[src/rtl/axi_lite_master_bridge.sv]
// AXI-Lite initiator: converts single-beat local commands into AXI-Lite write/read
// transactions, one outstanding at a time, returning one response beat per command.
module axi_lite_master_bridge #(
  parameter int unsigned ADDR_WIDTH = 32,
  parameter int unsigned DATA_WIDTH = 32
) (
  input  logic                  clk,
  input  logic                  resetn,
  input  logic                  i_cmd_valid,
  output logic                  o_cmd_ready,
  input  logic                  i_cmd_we,
  input  logic [ADDR_WIDTH-1:0] i_cmd_addr,
  input  logic [DATA_WIDTH-1:0] i_cmd_wdata,
  input  logic [3:0]            i_cmd_wstrb,
  output logic                  o_rsp_valid,
  input  logic                  i_rsp_ready,
  output logic [DATA_WIDTH-1:0] o_rsp_rdata,
  output logic                  o_rsp_we,
  output logic                  o_busy,
  output logic [ADDR_WIDTH-1:0] o_axi_awaddr,
  output logic                  o_axi_awvalid,
  input  logic                  i_axi_awready,
  output logic [DATA_WIDTH-1:0] o_axi_wdata,
  output logic [3:0]            o_axi_wstrb,
  output logic                  o_axi_wvalid,
  input  logic                  i_axi_wready,
  input  logic                  i_axi_bvalid,
  output logic                  o_axi_bready,
  output logic [ADDR_WIDTH-1:0] o_axi_araddr,
  output logic                  o_axi_arvalid,
  input  logic                  i_axi_arready,
  input  logic [DATA_WIDTH-1:0] i_axi_rdata,
  input  logic                  i_axi_rvalid,
  output logic                  o_axi_rready
);

  typedef enum logic [2:0] {
    IDLE,
    WR_REQ,
    WR_RESP,
    RD_ADDR,
    RD_DATA,
    RSP
  } state_t;

  state_t                state, state_n;
  logic                  aw_done, aw_done_n;
  logic                  w_done, w_done_n;
  logic                  cmd_ready_n, busy_n;
  logic                  rsp_valid_n, rsp_we_n;
  logic [DATA_WIDTH-1:0] rsp_rdata_n;
  logic [ADDR_WIDTH-1:0] awaddr_n, araddr_n;
  logic [DATA_WIDTH-1:0] wdata_n;
  logic [3:0]            wstrb_n;
  logic                  awvalid_n, wvalid_n, bready_n, arvalid_n, rready_n;

  // Every output is a register loaded from its *_n value, so nothing
  // reaches an output combinationally from an input.
  always_ff @(posedge clk or negedge resetn) begin
    if (!resetn) begin
      state         <= IDLE;
      aw_done       <= 1'b0;
      w_done        <= 1'b0;
      o_cmd_ready   <= 1'b1;
      o_busy        <= 1'b0;
      o_rsp_valid   <= 1'b0;
      o_rsp_we      <= 1'b0;
      o_rsp_rdata   <= '0;
      o_axi_awaddr  <= '0;
      o_axi_awvalid <= 1'b0;
      o_axi_wdata   <= '0;
      o_axi_wstrb   <= '0;
      o_axi_wvalid  <= 1'b0;
      o_axi_bready  <= 1'b0;
      o_axi_araddr  <= '0;
      o_axi_arvalid <= 1'b0;
      o_axi_rready  <= 1'b0;
    end else begin
      state         <= state_n;
      aw_done       <= aw_done_n;
      w_done        <= w_done_n;
      o_cmd_ready   <= cmd_ready_n;
      o_busy        <= busy_n;
      o_rsp_valid   <= rsp_valid_n;
      o_rsp_we      <= rsp_we_n;
      o_rsp_rdata   <= rsp_rdata_n;
      o_axi_awaddr  <= awaddr_n;
      o_axi_awvalid <= awvalid_n;
      o_axi_wdata   <= wdata_n;
      o_axi_wstrb   <= wstrb_n;
      o_axi_wvalid  <= wvalid_n;
      o_axi_bready  <= bready_n;
      o_axi_araddr  <= araddr_n;
      o_axi_arvalid <= arvalid_n;
      o_axi_rready  <= rready_n;
    end
  end

  always_comb begin
    state_n     = state;
    aw_done_n   = aw_done;
    w_done_n    = w_done;
    rsp_valid_n = o_rsp_valid;
    rsp_we_n    = o_rsp_we;
    rsp_rdata_n = o_rsp_rdata;
    awaddr_n    = o_axi_awaddr;
    awvalid_n   = o_axi_awvalid;
    wdata_n     = o_axi_wdata;
    wstrb_n     = o_axi_wstrb;
    wvalid_n    = o_axi_wvalid;
    bready_n    = o_axi_bready;
    araddr_n    = o_axi_araddr;
    arvalid_n   = o_axi_arvalid;
    rready_n    = o_axi_rready;

    case (state)
      IDLE: begin
        if (i_cmd_valid && o_cmd_ready) begin
          if (i_cmd_we) begin
            awaddr_n  = i_cmd_addr;
            wdata_n   = i_cmd_wdata;
            wstrb_n   = i_cmd_wstrb;
            awvalid_n = 1'b1;
            wvalid_n  = 1'b1;
            aw_done_n = 1'b0;
            w_done_n  = 1'b0;
            state_n   = WR_REQ;
          end else begin
            araddr_n  = i_cmd_addr;
            arvalid_n = 1'b1;
            state_n   = RD_ADDR;
          end
        end
      end
      WR_REQ: begin
        // AW and W retire independently; the done flags let either finish first.
        if (o_axi_awvalid && i_axi_awready) begin
          awvalid_n = 1'b0;
          aw_done_n = 1'b1;
        end
        if (o_axi_wvalid && i_axi_wready) begin
          wvalid_n = 1'b0;
          w_done_n = 1'b1;
        end
        if (aw_done_n && w_done_n) begin
          bready_n = 1'b1;
          state_n  = WR_RESP;
        end
      end
      WR_RESP: begin
        if (i_axi_bvalid && o_axi_bready) begin
          bready_n    = 1'b0;
          rsp_rdata_n = '0;
          rsp_we_n    = 1'b1;
          rsp_valid_n = 1'b1;
          state_n     = RSP;
        end
      end
      RD_ADDR: begin
        if (o_axi_arvalid && i_axi_arready) begin
          arvalid_n = 1'b0;
          rready_n  = 1'b1;
          state_n   = RD_DATA;
        end
      end
      RD_DATA: begin
        if (i_axi_rvalid && o_axi_rready) begin
          rsp_rdata_n = i_axi_rdata;
          rsp_we_n    = 1'b0;
          rready_n    = 1'b0;
          rsp_valid_n = 1'b1;
          state_n     = RSP;
        end
      end
      RSP: begin
        if (i_rsp_ready) begin
          rsp_valid_n = 1'b0;
          state_n     = IDLE;
        end
      end
      default: state_n = IDLE;
    endcase

    cmd_ready_n = (state_n == IDLE);
    busy_n      = (state_n != IDLE);
  end

endmodule

[config.mk]
export PLATFORM = sky130hd
export DESIGN_NAME = axi_lite_master_bridge
export DESIGN_NICKNAME = d
export VERILOG_FILES = /design/src/rtl/axi_lite_master_bridge.sv
export SDC_FILE = /design/constraint.sdc
export NUM_CORES = 1
export LEC_CHECK = 0
export CORE_MARGIN = 3
export CORE_UTILIZATION = 35
export CTS_BUF_LIST = sky130_fd_sc_hd__clkbuf_8 sky130_fd_sc_hd__clkbuf_16
export CTS_CLUSTER_DIAMETER = 30
export CTS_CLUSTER_SIZE = 20
export DETAILED_ROUTE_END_ITERATION = 16
export PLACE_DENSITY = 0.78
export SYNTH_ARGS = -nofsm -noshare
export SYNTH_HDL_FRONTEND = slang
export SYNTH_SLANG_ARGS = --single-unit
[constraint.sdc]
create_clock -name clk -period 3.5 [get_ports clk]
set_input_delay 1.05 -clock clk [delete_from_list [all_inputs] [get_ports clk]]
set_output_delay 1.05 -clock clk [all_outputs]
set_load 0.05 [all_outputs]
==> results.sh, run 1 <==
export IMPL_antenna_found_initial=0
export IMPL_gp_congestion=0.7924
export IMPL_hpwl_um=10690
export IMPL_final_layout_size_suffix_gt1_share_pct=18.34
export IMPL_post_synth_cell_area_avg_um2=15.36
export IMPL_synth_seq_cells=146
export IMPL_cts_hold_buf=0
export IMPL_cts_htree_levels=4
export IMPL_maxCapViolations=0
export IMPL_syn_nets=468
export IMPL_core_mm2=0.01531
export IMPL_cts_clk_slew_worst_paths_ns=0.06
export IMPL_path_class="flop to output port"
export IMPL_die_h_um=131.3
export IMPL_vias=4000
export IMPL_outcome="completed"
export IMPL_netlist_area_leader_share_pct=65.98
export IMPL_finalClockSkew_ns=0.008014
export IMPL_avgViaCountPerCell=4.773
export IMPL_critical_path_startpoint_type="flop"
export IMPL_cp_end_kind="output port"
export IMPL_critical_path_buf_inv_count=1
export IMPL_max_slew_worst_pin_slew_ns=0.5576
export IMPL_dieWidth_um=131.3
export IMPL_final_common_cell="clkdlybuf4s50_1"
export IMPL_start_util_pct=35.91
export IMPL_dpl_cell_count=806
export IMPL_worst_hold_path_type="flop to flop"
export IMPL_drt_iter0_markers=127
export IMPL_grt_use_total_pct=17.14
export IMPL_critPathArrivalTime_ns=1.78
export IMPL_grt_overflow=0
export IMPL_ys_types=34
export IMPL_io_pins=251
export IMPL_setup_tns_ns=0
export IMPL_port_buffers=250
export IMPL_min_period_over_period_pct=80.75
export IMPL_syn_to_final_growth_pct=61.18
export IMPL_crit_path_max_incr_delay_ns=0.83
export IMPL_ant_nets=0
export IMPL_yosysTopAreaCell="dfrtp_1"
export IMPL_cts_num_sinks=146
export IMPL_seq_area_frac_synth_pct=66.46
export IMPL_tritoncts="yes"
export IMPL_cts_root_buffer="clkbuf_16"
export IMPL_mappedNetlistArea_mm2=0.005499
export IMPL_cts_buffers=17
export IMPL_netlist_top_cells_area="dfrtp_1 66%, mux2_2 15%, mux2_1 5.9%, a22o_1 5.1%, nand2_1 0.96%"
export IMPL_grt_max_degree=66
export IMPL_syn_inst=358
export IMPL_ctsResizeCount=0
export IMPL_hold_viol=0
export IMPL_cp_slowest_cell="clkdlybuf4s50_1"
export IMPL_crit_required_ns=2.45
export IMPL_drcViolationCount=0
export IMPL_wl_um=14470
export IMPL_drv_slew=0
export IMPL_cp_cell_sequence="clkdlybuf4s50_1"
export IMPL_diodes=0
export IMPL_final_cells=838
export IMPL_worst_path_max_fanout=2
export IMPL_period_needed_ns=2.826
export IMPL_nets=724
export IMPL_cts_setup_buffers=0
export IMPL_clock_latency_ns=0.41
export IMPL_num_fill_cells=1232
export IMPL_rsz0062_at_grt="no"
export IMPL_dieArea_mm2=0.01725
export IMPL_grt_pass1_vias=4498
export IMPL_slew_headroom_pct=62.71
export IMPL_layout_common_cells="249 x clkdlybuf4s50_1, 145 x dfrtp_1, 71 x mux2_2"
export IMPL_yosys_warnings=0
export IMPL_critical_path_top_delay_family="buffers and inverters"
export IMPL_wl_per_cell_um=17.27
export IMPL_setup_violations=0
export IMPL_grt_pass1_wl_um=23840
export IMPL_rows=45
export IMPL_max_freq_mhz=353.8
export IMPL_dr_pass1_iters=4
export IMPL_max_clock_path_buffers=2
==> through the flow <==
step	worst slack [ns]	util, %	hold slack [ns]	cell area, µm²
2_1_floorplan	1.169	-	0.4919	5499
3_3_place_gp	0.4939	53.95	0.4686	8262
3_5_place_dp	0.4258	53.95	0.4814	8262
4_1_cts	0.6582	57.88	0.4935	8864
5_1_grt	0.6360	57.88	0.5007	8864
6_report	0.6739	57.88	0.4897	8864
==> flip-flops by register name (all words and copies together), names as in the netlist <==
signal / count
o_axi_wdata: 32
o_axi_awvalid: 1
o_axi_wvalid: 1
o_cmd_ready: 1
o_rsp_we: 1
aw_done: 1
o_axi_arvalid: 1
o_busy: 1
o_axi_bready: 1
o_axi_rready: 1
o_axi_awaddr: 32
o_axi_wstrb: 4
o_rsp_rdata: 32
w_done: 1
state: 3
o_rsp_valid: 1
o_axi_araddr: 32
==> logic make-up (layout without fill, tap and decap cells) <==
logic type / count (synthesis) / count (layout) / share of synthesized area [%]
buffers and inverters: 22 / 291 / 1.866
AO/OA/AOI/OAI: 50 / 50 / 6.940
flip-flops: 146 / 146 / 66.46
multiplexers: 101 / 101 / 20.66
AND/OR/NAND/NOR: 39 / 39 / 4.073
==> cell usage after synthesis <==
master and number:
dfstp_2 1, buf_2 10, nand3b_1 3, a22oi_1 2
or3_4 1, and2_1 2, mux2_1 29, nor4_1 1
and2_4 1, buf_6 1, nor3_1 1, dfrtp_1 145
clkbuf_1 7, a31oi_1 3, nand2b_1 2, or3b_1 1
a21oi_1 10, nand3_1 1, inv_1 2, or2_2 1
and4b_1 1, mux2i_1 1, a22o_1 32, and3b_1 1
o21ai_0 2, nor3b_1 2, mux2_2 71, buf_1 2
a21o_1 1, or4_1 2, nor2b_1 1, or2_1 1
nor2_1 3, nand2_1 14
==> cell type report <==
cell class / count / area, µm² / area share [%]
Inverter: 2 / 7.507 / 0.08470
Timing Repair Buffer: 257 / 2581 / 29.12
Clock buffer: 18 / 439.2 / 4.955
Clock inverter: 14 / 162.7 / 1.835
Sequential cell: 146 / 3655 / 41.23
Tap cell: 211 / 264.0 / 2.979
Multi-Input combinational cell: 190 / 1754 / 19.79
==> metal layers <==
| layer | vias up | share of wire, % | track usage [%] | routed length (µm) |
|---|---|---|---|---|
| met5 | - | 0 | 0 | 0 |
| met4 | 0 | 1.2 | 4.784 | 176 |
| met3 | 15 | 7.6 | 6.815 | 1107 |
| met2 | 170 | 51 | 29.38 | 7368 |
| met1 | 2011 | 40 | 20.01 | 5822 |
| li1 | 1804 | - | - | - |
==> final timing paths <==
path | from | end | slack, ns | cells after the start
max in group asynchronous | resetn | o_rsp_rdata[11] | 2.11 | 2
min in group asynchronous | resetn | o_axi_araddr[13] | 0.54 | 1
worst max register to register | state[1] | o_axi_awaddr[9] | 1.35 | 5
worst min-delay path | o_axi_araddr[22] | o_axi_araddr[22] | 0.49 | 1
worst min register to register | o_axi_araddr[22] | o_axi_araddr[22] | 0.49 | 1
worst max-delay path | o_cmd_ready | o_cmd_ready | 0.67 | 1
Power of run 1 is not shown: default switching activity piles up to over one toggle a cycle in this logic, so the estimate is an artifact.
==> run 2, diff against run 1 <==
Settings changed: PLACE_DENSITY 0.78 to 0.81.
Clock period 3.5 ns to 2.3 ns, I/O delays scaled along.
==> results.sh, run 2 (same netlist as run 1, synthesis figures left out) <==
export IMPL_tritoncts="yes"
export IMPL_critical_path_buf_inv_count=1
export IMPL_cts_buffers=17
export IMPL_cp_slowest_cell="clkdlybuf4s50_1"
export IMPL_layout_common_cells="149 x clkdlybuf4s50_1, 145 x dfrtp_1, 81 x dlymetal6s2s_1"
export IMPL_r2r_cells=4
export IMPL_worst_hold_path_type="input port to async pin"
export IMPL_crit_required_ns=1.61
export IMPL_critical_path_startpoint_type="flop"
export IMPL_cp_end_kind="output port"
export IMPL_max_freq_mhz=441.0
export IMPL_dieArea_mm2=0.01725
export IMPL_drt_iter0_markers=126
export IMPL_outcome="completed"
export IMPL_ant_nets=0
export IMPL_start_util_pct=35.91
export IMPL_grt_pass1_vias=4396
export IMPL_drv_slew=0
export IMPL_diodes=0
export IMPL_max_clock_path_buffers=2
export IMPL_final_common_cell="clkdlybuf4s50_1"
export IMPL_cts_clk_slew_worst_paths_ns=0.06
export IMPL_avgViaCountPerCell=4.759
export IMPL_dr_pass1_iters=4
export IMPL_grt_pass1_wl_um=23470
export IMPL_die_h_um=131.3
export IMPL_port_buffers=250
export IMPL_wl_um=14470
export IMPL_hpwl_um=10430
export IMPL_num_fill_cells=1190
export IMPL_critPathArrivalTime_ns=1.58
export IMPL_max_slew_worst_pin_slew_ns=0.5544
export IMPL_grt_use_total_pct=16.92
export IMPL_finalClockSkew_ns=0.009891
export IMPL_gp_congestion=0.8369
export IMPL_grt_max_degree=77
export IMPL_vias=4021
export IMPL_slew_headroom_pct=62.98
export IMPL_cts_num_sinks=146
export IMPL_cts_htree_levels=4
export IMPL_seq_area_mm2=0.003655
export IMPL_worst_path_max_fanout=2
export IMPL_maxCapViolations=0
export IMPL_clock_latency_ns=0.41
export IMPL_period_needed_ns=2.268
export IMPL_wl_per_cell_um=17.12
export IMPL_reg2reg_slack_ns=0.34
export IMPL_layout_core_utilization_pct=59.64
export IMPL_drcViolationCount=0
export IMPL_crit_path_max_incr_delay_ns=0.82
export IMPL_grt_overflow=0
export IMPL_reg2reg_from="state[2]"
export IMPL_min_period_over_period_pct=98.60
export IMPL_cts_root_buffer="clkbuf_16"
export IMPL_dieWidth_um=131.3
export IMPL_antenna_found_initial=1
export IMPL_setup_tns_ns=0
export IMPL_critical_path_top_delay_family="buffers and inverters"
export IMPL_multiInputGateArea_mm2=0.001754
export IMPL_setup_violations=0
export IMPL_syn_to_final_growth_pct=66.10
export IMPL_core_mm2=0.01531
export IMPL_cts_setup_buffers=0
export IMPL_nets=731
export IMPL_cp_cell_sequence="clkdlybuf4s50_1"
export IMPL_rows=45
export IMPL_final_layout_size_suffix_gt1_share_pct=20.35
export IMPL_hold_viol=0
export IMPL_io_pins=251
export IMPL_path_class="flop to output port"
export IMPL_timing_rr_end="o_busy"
-- run 2: per-layer routing --
layer / part of all wire (%) / up-vias / wire length [µm] / track usage (%)
li1: - / 1819 / - / -
met1: 41 / 2002 / 5881 / 19.94
met2: 49 / 173 / 7154 / 28.34
met3: 7.7 / 25 / 1108 / 6.240
met4: 2.1 / 2 / 310 / 6.418
met5: 0.090 / - / 13 / 0
-- run 2: final cells by class --
| type | instances | share of cell area (%) |
|---|---|---|
| multi-input cells | 190 | 19.21 |
| repair buffers | 264 | 31.23 |
| clock inverters | 14 | 1.767 |
| well taps | 211 | 2.890 |
| clock buffers | 18 | 4.808 |
| inverters | 2 | 0.08219 |
| flip-flops and latches | 146 | 40.01 |
-- run 2: how the worst max path moves through the flow --
| stage | startpoint | end | cells past startpoint |
|---|---|---|---|
| floorplan | i_axi_bvalid | o_busy | 4 |
| global placement | i_axi_bvalid | o_busy | 5 |
| detailed placement | i_axi_bvalid | o_busy | 5 |
| CTS | o_rsp_rdata[0] | o_rsp_rdata[0] | 1 |
| global route | o_rsp_rdata[20] | o_rsp_rdata[20] | 1 |
| finish | o_rsp_rdata[20] | o_rsp_rdata[20] | 1 |
-- run 2: what timing repair did --
item,4_1_cts,5_1_grt
resized for setup,11,81
endpoints found under the setup margin,11,81
endpoints found under the hold margin,0,0
pin swaps,0,0
hold buffers,0,0
-- run 2: metrics by stage --
stage	area (µm²)	hold slack (ns)	std cells	setup slack [ns]
after global routing	9134	0.07128	845	-0.02250
after detailed placement	8344	0.4816	813	-0.1517
after CTS	8931	0.07517	845	0.00004563
after global placement	8344	0.4725	813	-0.1354
after floorplan	5499	0.3944	358	0.3291
final	9134	0.09377	845	0.03226
Power of run 2 is left out for the same reason.
==> run 3, diff against run 2 <==
Settings changed: HOLD_SLACK_MARGIN from default to 0.15.
==> results.sh, run 3 (same netlist as run 1, synthesis figures left out) <==
export IMPL_outcome="completed"
export IMPL_worstHoldStart="o_axi_araddr[29]"
export IMPL_maxCapViolations=0
export IMPL_timing_rr_end="o_busy"
export IMPL_setup_violations=0
export IMPL_drt_iter0_markers=113
export IMPL_finalClockSkew_ns=0.009929
export IMPL_final_layout_size_suffix_gt1_share_pct=20.31
export IMPL_layout_core_utilization_pct=59.71
export IMPL_start_util_pct=35.91
export IMPL_avgViaCountPerCell=4.790
export IMPL_grt_pass1_vias=4405
export IMPL_cp_cell_sequence="clkdlybuf4s50_1"
export IMPL_grt_overflow=0
export IMPL_dieWidth_um=131.3
export IMPL_core_mm2=0.01531
export IMPL_worst_path_max_fanout=2
export IMPL_cts_clk_slew_worst_paths_ns=0.06
export IMPL_critical_path_top_delay_family="buffers and inverters"
export IMPL_clock_latency_ns=0.41
export IMPL_max_freq_mhz=441.1
export IMPL_min_period_over_period_pct=98.56
export IMPL_hold_depth=1
export IMPL_grt_pass1_wl_um=23530
export IMPL_grt_max_degree=77
export IMPL_pre_cts_ws_ns=-0.1517
export IMPL_seq_area_mm2=0.003655
export IMPL_critPathArrivalTime_ns=1.58
export IMPL_port_buffers=250
export IMPL_tritoncts="yes"
export IMPL_num_fill_cells=1187
export IMPL_antenna_found_initial=1
export IMPL_max_slew_worst_pin_slew_ns=0.5595
export IMPL_rows=45
export IMPL_nets=732
export IMPL_wl_um=14490
export IMPL_multiInputGateArea_mm2=0.001754
export IMPL_dpl_instance_area_mm2=0.008344
export IMPL_syn_to_final_growth_pct=66.28
export IMPL_hpwl_um=10430
export IMPL_crit_path_max_incr_delay_ns=0.82
export IMPL_critical_path_buf_inv_count=1
export IMPL_min_to="o_axi_araddr[29]"
export IMPL_gp_congestion=0.8369
export IMPL_path_class="flop to output port"
export IMPL_cp_end_kind="output port"
export IMPL_max_clock_path_buffers=2
export IMPL_critical_path_startpoint_type="flop"
export IMPL_period_needed_ns=2.267
export IMPL_drcViolationCount=0
export IMPL_fin_ws_ns=0.03317
export IMPL_vias=4052
export IMPL_layout_common_cells="149 x clkdlybuf4s50_1, 145 x dfrtp_1, 81 x dlymetal6s2s_1"
export IMPL_grt_use_total_pct=16.96
export IMPL_wl_per_cell_um=17.13
export IMPL_r2r_cells=4
export IMPL_cts_num_sinks=146
export IMPL_slew_headroom_pct=62.64
export IMPL_worst_hold_path_type="flop to flop"
export IMPL_dieArea_mm2=0.01725
export IMPL_cts_setup_buffers=0
export IMPL_ant_nets=0
export IMPL_cts_root_buffer="clkbuf_16"
export IMPL_hold_viol=0
export IMPL_cts_buffers=17
export IMPL_dr_pass1_iters=4
export IMPL_io_pins=251
export IMPL_drv_slew=0
export IMPL_setup_tns_ns=0
export IMPL_diodes=0
export IMPL_die_h_um=131.3
export IMPL_stdcell_area_mm2=0.009144
export IMPL_final_common_cell="clkdlybuf4s50_1"
export IMPL_cts_htree_levels=4
export IMPL_crit_required_ns=1.61
export IMPL_cp_slowest_cell="clkdlybuf4s50_1"
export IMPL_reg2reg_slack_ns=0.35
export IMPL_reg2reg_from="state[2]"
## run 3: changes by cell type in the layout (fill, tap and decap cells not counted), sizes merged
| cell | previous run | this run |
|---|---|---|
| dlygate4sd3 | 0 | 1 |
## run 3: final cells by class
cell class                 instances  area share, %
clock buffer                      18          4.803
multi-input combinational        190          19.18
clock inverter                    14          1.765
sequential                       146          39.97
inverter                           2        0.08210
tap                              211          2.887
timing repair buffer             265          31.31
## run 3: how the worst max path moves through the flow
stage | slack, ns | from | to | cells after the start
final | 0.03 | o_rsp_rdata[20] | o_rsp_rdata[20] | 1
after floorplan | 0.33 | i_axi_bvalid | o_busy | 4
after detailed placement | -0.15 | i_axi_bvalid | o_busy | 5
after CTS | 0.00005 | o_rsp_rdata[0] | o_rsp_rdata[0] | 1
after global placement | -0.14 | i_axi_bvalid | o_busy | 5
after global routing | -0.02 | o_rsp_rdata[20] | o_rsp_rdata[20] | 1
## run 3: timing repair
| item | in CTS | in global routing |
|---|---|---|
| hold buffers | 1 | 0 |
| endpoints found under the setup margin | 11 | 81 |
| gates resized for setup | 11 | 81 |
| endpoints found under the hold margin | 12 | 0 |
## run 3: layer usage
layer	track usage (%)	wire length, µm	vias up	share of wire, %
li1	-	-	1828	-
met2	28.46	7178	170	50
met1	19.97	5925	2027	41
met4	6.418	316	2	2.2
met3	6.240	1061	25	7.3
met5	0	13	-	0.090
## run 3: stage by stage
step | hold WS [ns] | std cells
floorplan | 0.3944 | 358
global placement | 0.4725 | 813
detailed placement | 0.4816 | 813
CTS | 0.4983 | 846
global route | 0.5091 | 846
finish | 0.4874 | 846
Power of run 3 is left out for the same reason.
